**config.mk**
```make
export PLATFORM = sky130hd
export DESIGN_NAME = fifo_stream_reader_flat
export DESIGN_NICKNAME = d
export VERILOG_FILES = /design/src/rtl/fifo_stream_reader_pkg.sv /design/src/rtl/fifo_stream_reader_if.sv /design/src/rtl/fifo_stream_reader_skid_buf.sv /design/src/rtl/fifo_stream_reader.sv /design/src/flat_wrapper.sv
export SDC_FILE = /design/constraint.sdc
export NUM_CORES = 1
export LEC_CHECK = 0
export ABC_AREA = 1
export ABC_CLOCK_PERIOD_IN_PS = 3230
export BUFFER_PORTS_ARGS = -buffer_cell sky130_fd_sc_hd__buf_2
export CORE_ASPECT_RATIO = 0.75
export CORE_MARGIN = 4
export CORE_UTILIZATION = 61
export DETAILED_ROUTE_END_ITERATION = 12
export PLACE_DENSITY = 0.85
export RECOVER_POWER = 50
export SETUP_SLACK_MARGIN = 0.15
export SLEW_MARGIN = 20
export SYNTH_ARGS = -nofsm -noshare
export SYNTH_HDL_FRONTEND = slang
export SYNTH_SLANG_ARGS = --single-unit
```
**constraint.sdc**
```tcl
create_clock -name clk -period 3.23 [get_ports clk]
set_input_delay 0.4845 -clock clk [delete_from_list [all_inputs] [get_ports clk]]
set_output_delay 0.4845 -clock clk [all_outputs]
set_load 0.02 [all_outputs]
```
**src/rtl/fifo_stream_reader_pkg.sv**
```systemverilog
// Shared types and sizing helpers for the FIFO stream reader and its skid buffer.
package fifo_stream_pkg;

    typedef enum logic [1:0] {
        IDLE  = 2'd0,
        RUN   = 2'd1,
        DRAIN = 2'd2
    } state_t;

    localparam int SKID_DEPTH = 3;

    // Wide enough to hold 0..pkt_len.
    function automatic int idx_width(input int pkt_len);
        return $clog2(pkt_len + 1);
    endfunction

endpackage

```
**src/rtl/fifo_stream_reader_if.sv**
```systemverilog
// FIFO read port plus valid/ready output stream, bundled for the reader.
interface fifo_stream_reader_if #(
    parameter int DATA_WIDTH = 8
);
    logic                  rd_en;
    logic                  rd_val;
    logic [DATA_WIDTH-1:0] rd_data;
    logic                  out_valid;
    logic                  out_ready;
    logic [DATA_WIDTH-1:0] out_data;
    logic                  out_last;

    modport master (
        output rd_en,
        input  rd_val,
        input  rd_data,
        output out_valid,
        input  out_ready,
        output out_data,
        output out_last
    );

    modport slave (
        input  rd_en,
        output rd_val,
        output rd_data,
        input  out_valid,
        output out_ready,
        input  out_data,
        input  out_last
    );
endinterface

```
**src/rtl/fifo_stream_reader_skid_buf.sv**
```systemverilog
// Small shift-down buffer: entry 0 is the head, new words land just above the last valid entry.
module stream_skid_buf #(
    parameter int DATA_WIDTH = 8,
    parameter int DEPTH      = 3,
    parameter int OCC_W      = $clog2(DEPTH + 1)
) (
    input  logic                  clk,
    input  logic                  reset,
    input  logic                  push,
    input  logic [DATA_WIDTH-1:0] data_in,
    input  logic                  pop,
    output logic [DATA_WIDTH-1:0] head,
    output logic [OCC_W-1:0]      occ
);
    logic [DEPTH-1:0][DATA_WIDTH-1:0] mem, mem_nxt;
    logic [OCC_W-1:0] occ_nxt, wr_idx;
    logic do_pop;

    assign do_pop = pop && (occ != '0);
    assign head   = mem[0];

    always_comb begin
        mem_nxt = mem;
        occ_nxt = occ;
        wr_idx  = occ;
        if (do_pop) begin
            for (int i = 0; i < DEPTH - 1; i++) mem_nxt[i] = mem[i+1];
            wr_idx  = occ - 1'b1;
            occ_nxt = occ - 1'b1;
        end
        // Simultaneous push/pop writes into the slot the pop just vacated.
        if (push && (int'(wr_idx) < DEPTH)) begin
            mem_nxt[wr_idx] = data_in;
            occ_nxt         = wr_idx + 1'b1;
        end
    end

    always_ff @(posedge clk or negedge reset) begin
        if (!reset) begin
            mem <= '0;
            occ <= '0;
        end else begin
            mem <= mem_nxt;
            occ <= occ_nxt;
        end
    end

endmodule

```
**src/rtl/fifo_stream_reader.sv**
```systemverilog
// Drains a registered-output FIFO into a packetised valid/ready stream; rd_en never sees out_ready.
module fifo_stream_reader
    import fifo_stream_pkg::*;
#(
    parameter int DATA_WIDTH = 8,
    parameter int PKT_LEN    = 4,
    parameter int CNT_WIDTH  = 16
) (
    input  logic                 clk,
    input  logic                 reset,
    input  logic                 enable,
    fifo_stream_reader_if.master bus,
    output logic                 busy,
    output logic [CNT_WIDTH-1:0] pkt_count
);
    localparam int IW = idx_width(PKT_LEN);
    localparam int OW = $clog2(SKID_DEPTH + 1);
    localparam int SW = OW + 1;
    localparam logic [IW-1:0] LAST_IDX = IW'(PKT_LEN - 1);

    state_t                state, state_nxt;
    logic [IW-1:0]         req_idx, beat_idx;
    logic [OW-1:0]         occ;
    logic                  inflight, rd_en, out_valid, out_last, accept;
    logic [DATA_WIDTH-1:0] head_data;

    // Credit check counts the word already in flight, so buffer plus FIFO latency never exceeds 3.
    assign rd_en = (state != IDLE) && bus.rd_val
                && ((SW'(occ) + SW'(inflight)) < SW'(SKID_DEPTH))
                && ((state == RUN) || (req_idx != '0));

    assign out_valid     = (occ != '0);
    assign out_last      = out_valid && (beat_idx == LAST_IDX);
    assign accept        = out_valid && bus.out_ready;
    assign busy          = (state != IDLE);
    assign bus.rd_en     = rd_en;
    assign bus.out_valid = out_valid;
    assign bus.out_last  = out_last;
    assign bus.out_data  = head_data;

    // Leaving RUN always passes through DRAIN; with req_idx already 0 it just waits for the buffer to empty.
    always_comb begin
        state_nxt = state;
        case (state)
            IDLE:    if (enable) state_nxt = RUN;
            RUN:     if (!enable) state_nxt = DRAIN;
            DRAIN:   if ((req_idx == '0) && (occ == '0) && !inflight) state_nxt = IDLE;
            default: state_nxt = IDLE;
        endcase
    end

    always_ff @(posedge clk or negedge reset) begin
        if (!reset) begin
            state     <= IDLE;
            req_idx   <= '0;
            beat_idx  <= '0;
            inflight  <= 1'b0;
            pkt_count <= '0;
        end else begin
            state    <= state_nxt;
            inflight <= rd_en;
            if (rd_en)
                req_idx <= (req_idx == LAST_IDX) ? '0 : req_idx + 1'b1;
            if (accept)
                beat_idx <= (beat_idx == LAST_IDX) ? '0 : beat_idx + 1'b1;
            if (accept && out_last)
                pkt_count <= pkt_count + 1'b1;
        end
    end

    stream_skid_buf #(
        .DATA_WIDTH (DATA_WIDTH),
        .DEPTH      (SKID_DEPTH)
    ) u_skid (
        .clk     (clk),
        .reset   (reset),
        .push    (inflight),
        .data_in (bus.rd_data),
        .pop     (accept),
        .head    (head_data),
        .occ     (occ)
    );

endmodule
```
**src/flat_wrapper.sv**
```systemverilog
// flat-port wrapper written by rule: the top's interface ports become plain ports
module fifo_stream_reader_flat import fifo_stream_pkg::*;
#(
    parameter int DATA_WIDTH = 8,
    parameter int PKT_LEN    = 4,
    parameter int CNT_WIDTH  = 16
)
  (clk, reset, enable, busy, pkt_count, bus_rd_en, bus_rd_val, bus_rd_data, bus_out_valid, bus_out_ready, bus_out_data, bus_out_last);
  fifo_stream_reader_if #(.DATA_WIDTH(DATA_WIDTH)) bus_i ();
  input  logic clk;
  input  logic reset;
  input  logic enable;
  output logic busy;
  output logic [CNT_WIDTH-1:0] pkt_count;
  output wire logic [$bits(bus_i.rd_en)-1:0] bus_rd_en;
  input wire logic [$bits(bus_i.rd_val)-1:0] bus_rd_val;
  input wire logic [$bits(bus_i.rd_data)-1:0] bus_rd_data;
  output wire logic [$bits(bus_i.out_valid)-1:0] bus_out_valid;
  input wire logic [$bits(bus_i.out_ready)-1:0] bus_out_ready;
  output wire logic [$bits(bus_i.out_data)-1:0] bus_out_data;
  output wire logic [$bits(bus_i.out_last)-1:0] bus_out_last;
  assign bus_rd_en = bus_i.rd_en;
  assign bus_i.rd_val = bus_rd_val;
  assign bus_i.rd_data = bus_rd_data;
  assign bus_out_valid = bus_i.out_valid;
  assign bus_i.out_ready = bus_out_ready;
  assign bus_out_data = bus_i.out_data;
  assign bus_out_last = bus_i.out_last;
  fifo_stream_reader #(.DATA_WIDTH(DATA_WIDTH), .PKT_LEN(PKT_LEN), .CNT_WIDTH(CNT_WIDTH)) u_core (.clk(clk), .reset(reset), .enable(enable), .bus(bus_i), .busy(busy), .pkt_count(pkt_count));
endmodule
```
# --- Word level (Yosys, flattened, before mapping) ---
# Index checks and enable logic that the tools add are counted.
totals:
  mem_bits_rw: 0
  ff_bits: 51
  romBits: 0
  out_inout_bits: 28
  latch_bits: 0
  inputBits: 13
  memories: 0
  word_cells: 59
classes:
  n_eq_ne: 7
  n_div: 0
  mul: 0
  addsub: 6
  bitwise_logic: 0
  mux: 13
  magnitude_cmp: 4
  shift: 0
  n_reduce_logical: 20
ops:
  columns: ["cell", "n"]
  rows:
  - ["$mux 16", 2]
  - ["$bwmux 24", 1]
  - ["$add 16x1->16 const B", 1]
  - ["$demux 8 s2", 1]
  - ["$logic_and 1x1->1", 11]
  - ["$mux 2", 5]
  - ["$mux 8", 1]
  - ["$add 3x1->3 const B", 2]
  - ["$eq 3x2->1 const B", 2]
  - ["$mux 3", 2]
  - ["$pmux 2 s3", 1]
  - ["$logic_not 2->1", 2]
  - ["$ne 2x2->1 const B", 2]
  - ["$reduce_bool 2->1", 2]
  - ["$add 2x1->3", 1]
  - ["$logic_not 3->1", 1]
  - ["$lt 2x3->1 const B", 1]
  - ["$lt 3x2->1 const B", 1]
  - ["$reduce_and 3->1", 1]
  - ["$reduce_bool 3->1", 1]
  - ["$add 2x1->2 const B", 1]
  - ["$eq 2x1->1 const B", 1]
  - ["$eq 2x2->1 const B", 1]
  - ["$ge 2x1->1 const B", 1]
  - ["other kinds (5)", 5]

# --- Logic depth before layout (Yosys ltp) ---
# Gate-level depths: netlist of run 1.
logic_depth:
  word_depth: 10
  mapped_depth: 11
  ltp_nobuf: 11

# --- Modules after synthesis ---
# Synthesis of run 1 repeated with hierarchy kept, for this count alone.
hier_totals:
  cells_unflattened: 371
  area_unflattened_um2: 2952.8
modules_own_cells:
  columns: ["module", "area_each_um2", "cells_each", "n_inst"]
  rows:
  - ["stream_skid_buf", 1540.2, 190, 1]
  - ["fifo_stream_reader", 1412.6, 181, 1]

# --- Worst setup path after synthesis of run 1 ---
# No wires, ideal clock.
synth_path:
  path_type: "reg-to-output"
  startpoint: "register u_core.inflight"
  endpoint: "output port bus_rd_en"
  arrival_time_ns: 1.499
  path_slack_ns: 1.247
  path_stages_with_launch: 7
  cell_sequence: "dfrtp_1 ha_1 ha_1 a21oi_1 and3_1 nand2_1 inv_1"
synth_via:
  elab_chain_cells: 4
synth_rtl:
  columns: ["element", "line_no", "text"]
  rows:
  - ["from (decl)", "fifo_stream_reader.sv:24", "logic inflight, rd_en, out_valid, out_last, accept;"]
  - ["from (signal assigned)", "fifo_stream_reader.sv:61", "inflight <= rd_en;"]
  - ["$add 2x1->3", "fifo_stream_reader.sv:29", "&& ((SW'(occ) + SW'(inflight)) < SW'(SKID_DEPTH))"]
  - ["$lt 3x2->1", "fifo_stream_reader.sv:29", null]
  - ["$logic_and 1x1->1", "fifo_stream_reader.sv:29", null]
  - ["$logic_and 1x1->1", "fifo_stream_reader.sv:30", "&& ((state == RUN) || (req_idx != '0));"]
  - ["to (decl)", "flat_wrapper.sv:15", "output wire logic [$bits(bus_i.rd_en)-1:0] bus_rd_en;"]
# Every way passes these cells.

# --- Worst setup path in the final report of run 1 ---
# Same ends and word-level chain as after synthesis.

==> results of run 1 <==
-- layout make-up --
type | instances | share of cell area, %
sequential | 51 | 42.5
inverter | 37 | 4.63
timing repair buffer | 41 | 6.25
multi-input combinational | 228 | 40.8
clock buffer | 5 | 2.29
tap | 55 | 2.29
clock inverter | 2 | 1.25
-- layout by cell type (no fill, tap or decap), types with 4 or more instances in the layout --
master,n
buf_2,27
nand3_1,15
dfrtp_1,51
clkbuf_8,5
inv_1,36
o21ai_1,9
o21ai_2,16
xnor2_1,5
nand2_2,4
nand2_1,119
xor2_1,4
clkbuf_1,14
nand4_1,4
nor2_1,21
ha_1,8
o21ai_0,7
-- critical path, delay by kind of cell (launching register included) --
kind / cells / cell delay (ps)
adder cells (fa/ha/maj): 2 / 520
flip-flops: 1 / 510
buffers and inverters: 2 / 260
AO/OA/AOI/OAI: 1 / 130
AND/OR/NAND/NOR: 2 / 360
-- per-stage QoR --
step	instance area, um2	setup slack (ps)	hold slack [ps]	std cells
floorplan	2760	1250	189	331
finish	3000	669	386	419
global route	3000	506	404	419
global placement	2920	1070	452	412
detailed placement	2920	989	474	412
CTS	3020	673	282	419
-- kinds of logic after synthesis --
group / count (synthesis)
xor+xnor: 9
simple gates: 174
fa+ha+maj: 8
compound gates: 37
flops: 51
buf+inv: 52
-- registers in the layout, indices dropped and copies added (netlist names) --
signal,cells
u_core.beat_idx,3
u_core.inflight,1
u_core.pkt_count,16
u_core.req_idx,3
u_core.state,2
u_core.u_skid.head,8
u_core.u_skid.mem,16
u_core.u_skid.occ,2
-- power breakdown --
group | leakage, nW | switching, W | total (W) | internal, W
clock | 0.0502 | 0.000204 | 0.000431 | 0.000227
combinational | 0.863 | 0.000661 | 0.00100 | 0.000340
sequential | 0.655 | 0.000159 | 0.00102 | 0.000856
-- path summary, 6_finish.rpt --
kind	from	to	slack (ps)
max	u_core.inflight$_DFF_PN0_	bus_rd_en	670
min	enable	u_core.state[0]$_DFFE_PN0P_	390
max reg2reg	u_core.u_skid.occ[0]$_DFF_PN0_	u_core.u_skid.mem[17]$_DFFE_PN0P_	1050
min reg2reg	u_core.u_skid.mem[19]$_DFFE_PN0P_	u_core.u_skid.mem[19]$_DFFE_PN0P_	490
max in group asynchronous	reset	u_core.u_skid.mem[16]$_DFFE_PN0P_	990
min in group asynchronous	reset	u_core.u_skid.mem[10]$_DFF_PN0_	700
-- layer usage --
metal | up-vias | track usage, % | wire [um]
li1 | 1094 | - | -
met1 | 1020 | 31.4 | 2620
met2 | 73 | 36.5 | 2670
met3 | 9 | 4.48 | 397
met4 | 0 | 6.92 | 67
met5 | - | 0 | 0
==> impl_metrics.json, run 1 <==
{
  "outcome": "complete, but fails checks",
  "violations": "max-capacitance violations, max-slew violations",
  "clk_latency_ps": 300,
  "rows": 20,
  "synth_xor_area_share_pct": 2.86,
  "r2r_cells": 8,
  "postCtsSetupRepairBufs": 0,
  "async_reset_ff_share_pct": 100,
  "relSlewSlack_pct": -26.4,
  "ioPinCount": 41,
  "yosys.area_share.simple_pct": 28.8,
  "cp_slowest_cell": "dfrtp_1",
  "fin_skew_ps": 10.7,
  "hp-class": "input pin to register",
  "grt_overflow": 0,
  "synth_top_area_share_pct": 46.3,
  "h-tree-depth": 2,
  "dieArea_um2": 5670,
  "hold_viol": 0,
  "synth_flop_cell": "dfrtp_1",
  "synth.mux.area_fraction_pct": 0,
  "cp_max_fo": 5,
  "powerDensity_nw_per_um2": 815,
  "cp.required_ps": 2750,
  "grt_pass1_wl_um": 10100,
  "critPathKind": "register to primary output",
  "antenna_found_initial": 0,
  "regArea_um2": 1280,
  "track_usage_pct": 22.8,
  "drtIter0Drc": 185,
  "clk_pin_slew_ps": 90,
  "layout.nets": 385,
  "cts_buffers": 5,
  "yosys.area.top_type": "dfrtp_1",
  "cp-start-kind": "register",
  "ys_seq_area_share_pct": 46.3,
  "multi_input_area_um2": 1220,
  "cts_tree": "yes",
  "clock-root-buffer": "clkbuf_8",
  "worst_slew_pin_slew_ps": 1900,
  "cp_slowest_stage_delay_ps": 510,
  "num_vias": 2196,
  "drcViolationCount": 0,
  "endpoint_kind": "primary output",
  "setup_viol": 0,
  "n_antenna_cell": 0,
  "synth_compound_area_share_pct": 9.13,
  "via_per_inst": 5.24,
  "final.fill_count": 352,
  "dieHeight_um": 66.2,
  "postCtsHoldBufs": 0,
  "synth_area_leaders": "dfrtp_1, nand2_1, o21ai_2, inv_1, ha_1",
  "first_global_vias": 2134,
  "post-route-util_pct": 71.4,
  "maxCapViolCount": 1,
  "synth_top_family_by_area": "simple AND/OR/NAND/NOR gates",
  "drive_gt1_share_pct": 17.9,
  "syn-num-nets": 352,
  "dp_hpwl_um": 4150,
  "synth_most_common_cell": "nand2_1",
  "yosys_warnings": 0,
  "cp_cell_sequence": "ha_1 > ha_1 > a21oi_1 > and3_1 > nand2_1 > inv_1 > buf_2",
  "portBuffers": 40,
  "clk_path_buf_depth": 2,
  "critical_path_arrival_ps": 2080,
  "yosys.area_share.adder_pct": 3.63,
  "synth_edf_count": 0,
  "wl_per_cell_um": 13.7,
  "finalCritPeriodShare_pct": 79.3,
  "synth_seq_cells": 51,
  "ys_types": 29,
  "maxSlewViolCount": 37,
  "holdPathStages": 3,
  "ant_nets": 0,
  "cts_sinks": 51,
  "rsz0062_at_grt": "no",
  "place.gp.congestion": 0.853,
  "synth_area_um2": 2760,
  "p_leak_nw": 1.57,
  "tns_ps": 0,
  "wl_um": 5750,
  "core-area_um2": 4200,
  "cp_common_cell": "ha_1",
  "yosys-top-cells-count": "nand2_1, dfrtp_1, inv_1",
  "dieWidth_um": 85.6,
  "syn_area_per_cell_um2": 8.32,
  "synthCells": 331,
  "drtPass1Iterations": 6,
  "post_cts_resized": 0,
  "ir_drop_v": 0.000547,
  "grt_max_degree": 37,
  "initial_utilization_pct": 65.5,
  "area_growth_pct": 8.95,
  "finalPower_w": 0.00245,
  "fmax_mhz": 390,
  "min_period_ps": 2560
}
Power figures use the tool's default switching activity.
==> run 2: changes to the inputs <==
Settings changed: ABC_CLOCK_PERIOD_IN_PS 3230 to 2300, CORE_UTILIZATION 61 to 51, PLACE_DENSITY 0.85 to 0.75.
Clock period 3.23 ns to 2.3 ns, I/O delays scaled along.
==> run 2 against run 1 <==
  * The flow now finishes without violations
  * Clock power up 47%
  * Critical path type unchanged
  * Critical endpoint unchanged
  * Cell area up 3.8%
  * Clock skew down 1.4 ps
  * Die area up 17%
  * Highest routed layer unchanged
  * Largest power group is now combinational cells
==> impl_metrics.json, run 2 (same netlist as run 1, synthesis figures left out) <==
{
  "critPathTopFamily": "adder cells",
  "r2r_cells": 10,
  "clock-root-buffer": "clkbuf_8",
  "setup_viol": 0,
  "ir_drop_v": 0.000590,
  "portBuffers": 40,
  "grt_overflow": 0,
  "dp_hpwl_um": 4190,
  "h-tree-depth": 2,
  "clk_path_buf_depth": 2,
  "fin_skew_ps": 9.36,
  "multi_input_area_um2": 1230,
  "dieHeight_um": 71.7,
  "worst_slew_pin_slew_ps": 1400,
  "min_period_ps": 2100,
  "maxSlewViolCount": 0,
  "finalPower_w": 0.00356,
  "wl_um": 5700,
  "endpoint_kind": "primary output",
  "cp_max_fo": 2,
  "postCtsHoldBufs": 0,
  "ioPinCount": 41,
  "n_antenna_cell": 0,
  "dieArea_um2": 6650,
  "core-area_um2": 5060,
  "wl_per_cell_um": 12.8,
  "hp-class": "input pin to register",
  "cp_slowest_cell": "dfrtp_1",
  "fmax_mhz": 476,
  "drive_gt1_share_pct": 20.6,
  "rows": 22,
  "outcome": "finished clean",
  "via_per_inst": 4.85,
  "dieWidth_um": 92.9,
  "num_vias": 2157,
  "tns_ps": 0,
  "critical_path_arrival_ps": 1750,
  "layout.nets": 393,
  "path_buf_inv": 2,
  "holdPathStages": 3,
  "cts_tree": "yes",
  "cp-start-kind": "register",
  "final.fill_count": 444,
  "powerDensity_nw_per_um2": 1140,
  "mostFrequentLayoutCells": "nand2_1, dfrtp_1, inv_1",
  "drtIter0Drc": 107,
  "grt_max_degree": 27,
  "track_usage_pct": 18.3,
  "cts_sinks": 51,
  "area_growth_pct": 13.1,
  "initial_utilization_pct": 54.4,
  "clk_pin_slew_ps": 90,
  "cp_common_cell": "ha_1",
  "first_global_vias": 2075,
  "cts_buffers": 5,
  "critPathKind": "register to primary output",
  "ant_nets": 0,
  "hold_viol": 0,
  "drtPass1Iterations": 4,
  "finalCritPeriodShare_pct": 91.3,
  "p_leak_nw": 1.61,
  "cp_cell_sequence": "ha_1 > ha_1 > a21oi_2 > and3_4 > nand2_2 > inv_2 > buf_6",
  "rsz0062_at_grt": "yes",
  "place.gp.congestion": 0.813,
  "antenna_found_initial": 0,
  "regArea_um2": 1280,
  "crit_cells": 7,
  "layout_commonest_cell": "nand2_1",
  "clk_latency_ps": 310,
  "relSlewSlack_pct": 6.75,
  "cp.required_ps": 1960,
  "maxCapViolCount": 0,
  "drcViolationCount": 0,
  "cp_slowest_stage_delay_ps": 390,
  "grt_pass1_wl_um": 9670
}
## run 2: routing by layer
layer / vias to the layer above / wire, um / global-route usage [%]
met5: - / 0 / 0
met4: 0 / 67 / 4.88
met3: 7 / 285 / 3.99
met2: 47 / 2480 / 27.4
met1: 993 / 2860 / 26.9
li1: 1110 / - / -
## run 2: final timing paths
kind,from,slack (ps),to
max in group asynchronous,reset,840,u_core.pkt_count[8]$_DFFE_PN0P_
min reg2reg,u_core.beat_idx[2]$_DFFE_PN0P_,490,u_core.beat_idx[2]$_DFFE_PN0P_
max,u_core.inflight$_DFF_PN0_,200,bus_rd_en
max reg2reg,u_core.u_skid.occ[0]$_DFF_PN0_,320,u_core.u_skid.mem[9]$_DFF_PN0_
min in group asynchronous,reset,340,u_core.u_skid.head[3]$_DFF_PN0_
min,enable,240,u_core.state[0]$_DFFE_PN0P_
## run 2: layout make-up
class / instances / share of cell area [%]
sequential: 51 / 41.0
multi-input combinational: 228 / 39.6
timing repair buffer: 49 / 8.43
inverter: 37 / 4.46
tap: 72 / 2.89
clock buffer: 5 / 2.21
clock inverter: 3 / 1.41
## run 2: what timing repair did
item | in CTS | in global routing
setup buffers | 2 | 1
resized for setup | 4 | 2
setup endpoints to repair | 1 | 9
pin swaps | 1 | 2
## run 2: where the power goes
part	switching (W)	total [W]	leakage, nW	internal (W)
logic	0.000942	0.00151	0.901	0.000572
clock network	0.000308	0.000632	0.0581	0.000324
registers	0.000206	0.00141	0.655	0.00120
## run 2: through the flow
| stage | instance area (um2) | setup WS (ps) | std cells | hold slack (ps) | util (%) |
|---|---|---|---|---|---|
| 2_1_floorplan | 2760 | 456 | 331 | 49.4 | - |
| 3_3_place_gp | 2970 | 415 | 434 | 378 | 58.7 |
| 3_5_place_dp | 2970 | 380 | 434 | 376 | 58.7 |
| 4_1_cts | 3110 | 164 | 444 | 43.4 | 61.4 |
| 5_1_grt | 3120 | 113 | 445 | 241 | 61.5 |
| 6_report | 3120 | 200 | 445 | 244 | 61.5 |
## run 2: worst register-to-register path: stages (launching register included)
cell and delay (ps):
dfrtp_1 390, buf_4 140, inv_1 110, ha_1 180, inv_1 90, nand2_2 190
nand2_2 130, nand2_4 110, nand4_4 270, nand2_1 180, o21ai_2 70
==> run 3: changes to the inputs <==
--- a/constraint.sdc
+++ b/constraint.sdc
@@ -3,2 +3,2 @@
 set_output_delay 0.345 -clock clk [all_outputs]
-set_load 0.02 [all_outputs]
+set_load 0.1 [all_outputs]
==> run 3 against run 2 <==
  * The flow now finishes with violations (max-capacitance violations, max-slew violations)
  * Clock-buffer cell count increased by 1
  * Non-clock buffer count decreased by 1
  * Die area unchanged
  * Total power increased by 22%
  * Maximum frequency decreased by 2.2%
  * Sequential power about the same
  * Sequential cell count unchanged
  * Sequential share of layout area about the same
  * Clock power decreased by 4.6%
  * Largest cell class unchanged
  * Largest power group unchanged
==> impl_metrics.json, run 3 (same netlist as run 1, synthesis figures left out) <==
{
  "drive_gt1_share_pct": 21.3,
  "h-tree-depth": 2,
  "rsz0062_at_grt": "yes",
  "layout.nets": 392,
  "drtIter0Drc": 122,
  "grt_pass1_wl_um": 9340,
  "worst_hold_path.endpoint": "u_core.state[0]$_DFFE_PN0P_",
  "wirelength_met1_um": 2780,
  "cp-start-kind": "register",
  "cts_sinks": 51,
  "clk_pin_slew_ps": 80,
  "critical_path_arrival_ps": 1800,
  "violations": "max-capacitance violations, max-slew violations",
  "holdPathStages": 3,
  "wl_met2_um": 2370,
  "track_usage_pct": 17.8,
  "dieWidth_um": 92.9,
  "grt_max_degree": 32,
  "powerDensity_nw_per_um2": 1400,
  "ant_nets": 0,
  "dpl_worst_slack_ps": 346,
  "place.gp.congestion": 0.827,
  "core-area_um2": 5060,
  "endpoint_kind": "primary output",
  "wl_um": 5480,
  "rr_startpoint": "u_core.u_skid.occ[1]$_DFF_PN0_",
  "cts_buffers": 5,
  "hp-start": "enable",
  "postCtsHoldBufs": 0,
  "drcViolationCount": 0,
  "p_leak_nw": 1.61,
  "finalCritPeriodShare_pct": 93.3,
  "antenna_found_initial": 0,
  "n_antenna_cell": 0,
  "portBuffers": 40,
  "p_clk_share_pct": 13.8,
  "dp_hpwl_um": 3960,
  "cts_tree": "yes",
  "worst_slew_pin_slew_ps": 1590,
  "critPathKind": "register to primary output",
  "r2r_cells": 9,
  "outcome": "complete, but fails checks",
  "fin_skew_ps": 3.38,
  "layout_commonest_cell": "nand2_1",
  "dr_wl_met3_um": 263,
  "first_global_vias": 1966,
  "r2r_slack_ps": 360,
  "wl_per_cell_um": 12.4,
  "p_sw_w": 0.00225,
  "min_period_ps": 2150,
  "pwr-share-comb_pct": 53.8,
  "ioPinCount": 41,
  "fin_ws_ps": 154,
  "top_layer_used": "met4",
  "dieArea_um2": 6650,
  "area_growth_pct": 13.2,
  "maxSlewViolCount": 32,
  "r2r-end": "u_core.u_skid.mem[15]$_DFF_PN0_",
  "setup_viol": 0,
  "pwr-share-seq_pct": 32.3,
  "initial_utilization_pct": 54.4,
  "hold_viol": 0,
  "rows": 22,
  "cp.required_ps": 1960,
  "maxCapViolCount": 1,
  "via_per_inst": 4.91,
  "drtPass1Iterations": 4,
  "hp-class": "input pin to register",
  "ir_drop_v": 0.000908,
  "tns_ps": 0,
  "clock-root-buffer": "clkbuf_8",
  "p_sw_share_pct": 51.7,
  "p_int_w": 0.00210,
  "cp_max_fo": 2,
  "mostFrequentLayoutCells": "nand2_1, dfrtp_1, inv_1",
  "dieHeight_um": 71.7,
  "clk_latency_ps": 300,
  "fmax_mhz": 466,
  "grt_overflow": 0,
  "num_vias": 2175,
  "clk_path_buf_depth": 2,
  "relSlewSlack_pct": -5.99
}
==> run 3: per-layer routing <==
metal  vias to the layer above  track usage (%)
li1                       1113                -
met1                      1006             25.8
met2                        51             25.9
met3                         5             4.20
met4                         0             6.83
met5                         -                0
==> run 3: critical path: stages, from the launching register on <==
cell        delay [ps]
dfrtp_1            400
ha_2               210
ha_4               210
a21oi_2            110
and3_1             230
nand2_4             70
clkinvlp_4         100
buf_12             170
==> run 3: worst max path at each step <==
stage	from	to	cells after the start
6_report	u_core.inflight$_DFF_PN0_	bus_rd_en	7
2_1_floorplan	u_core.state[1]$_DFFE_PN0P_	bus_rd_en	5
3_3_place_gp	u_core.u_skid.occ[0]$_DFF_PN0_	u_core.u_skid.mem[13]$_DFF_PN0_	9
4_1_cts	u_core.u_skid.occ[0]$_DFF_PN0_	bus_rd_en	7
5_1_grt	u_core.inflight$_DFF_PN0_	bus_rd_en	7
3_5_place_dp	u_core.u_skid.occ[0]$_DFF_PN0_	bus_rd_en	7
==> run 3: power groups by stage <==
stage / registers, W / clock network (W) / logic, W
after floorplan: 0.00164 / 0 / 0.00176
after global placement: 0.00141 / 0 / 0.00227
after detailed placement: 0.00141 / 0 / 0.00230
after CTS: 0.00140 / 0.000630 / 0.00233
after global routing: 0.00145 / 0.000675 / 0.00252
final: 0.00141 / 0.000603 / 0.00234
==> run 3: repair_timing <==
item                       4_1_cts  5_1_grt
buffers inserted                 1        0
pin swaps                        2        2
gates resized for setup          3        4
setup endpoints to repair        2        1
==> run 3: cell type report <==
cell class / count / area [um2]
Clock buffer: 6 / 72.6
Clock inverter: 1 / 30.0
Sequential cell: 51 / 1280
Inverter: 37 / 143
Timing Repair Buffer: 48 / 256
Multi-Input combinational cell: 228 / 1250
Tap cell: 72 / 90.1
Fill cell: 452 / 1950
==> run 3: stage by stage <==
stage / cells / cell area (um2) / utilization [%] / hold slack, ps / total power (W)
detailed placement: 435 / 3000 / 59.3 / 426 / 0.00371
global route: 443 / 3120 / 61.6 / 232 / 0.00465
global placement: 435 / 3000 / 59.3 / 425 / 0.00368
floorplan: 331 / 2770 / - / 49.4 / 0.00340
CTS: 443 / 3120 / 61.6 / 86.1 / 0.00436
finish: 443 / 3120 / 61.6 / 250 / 0.00435
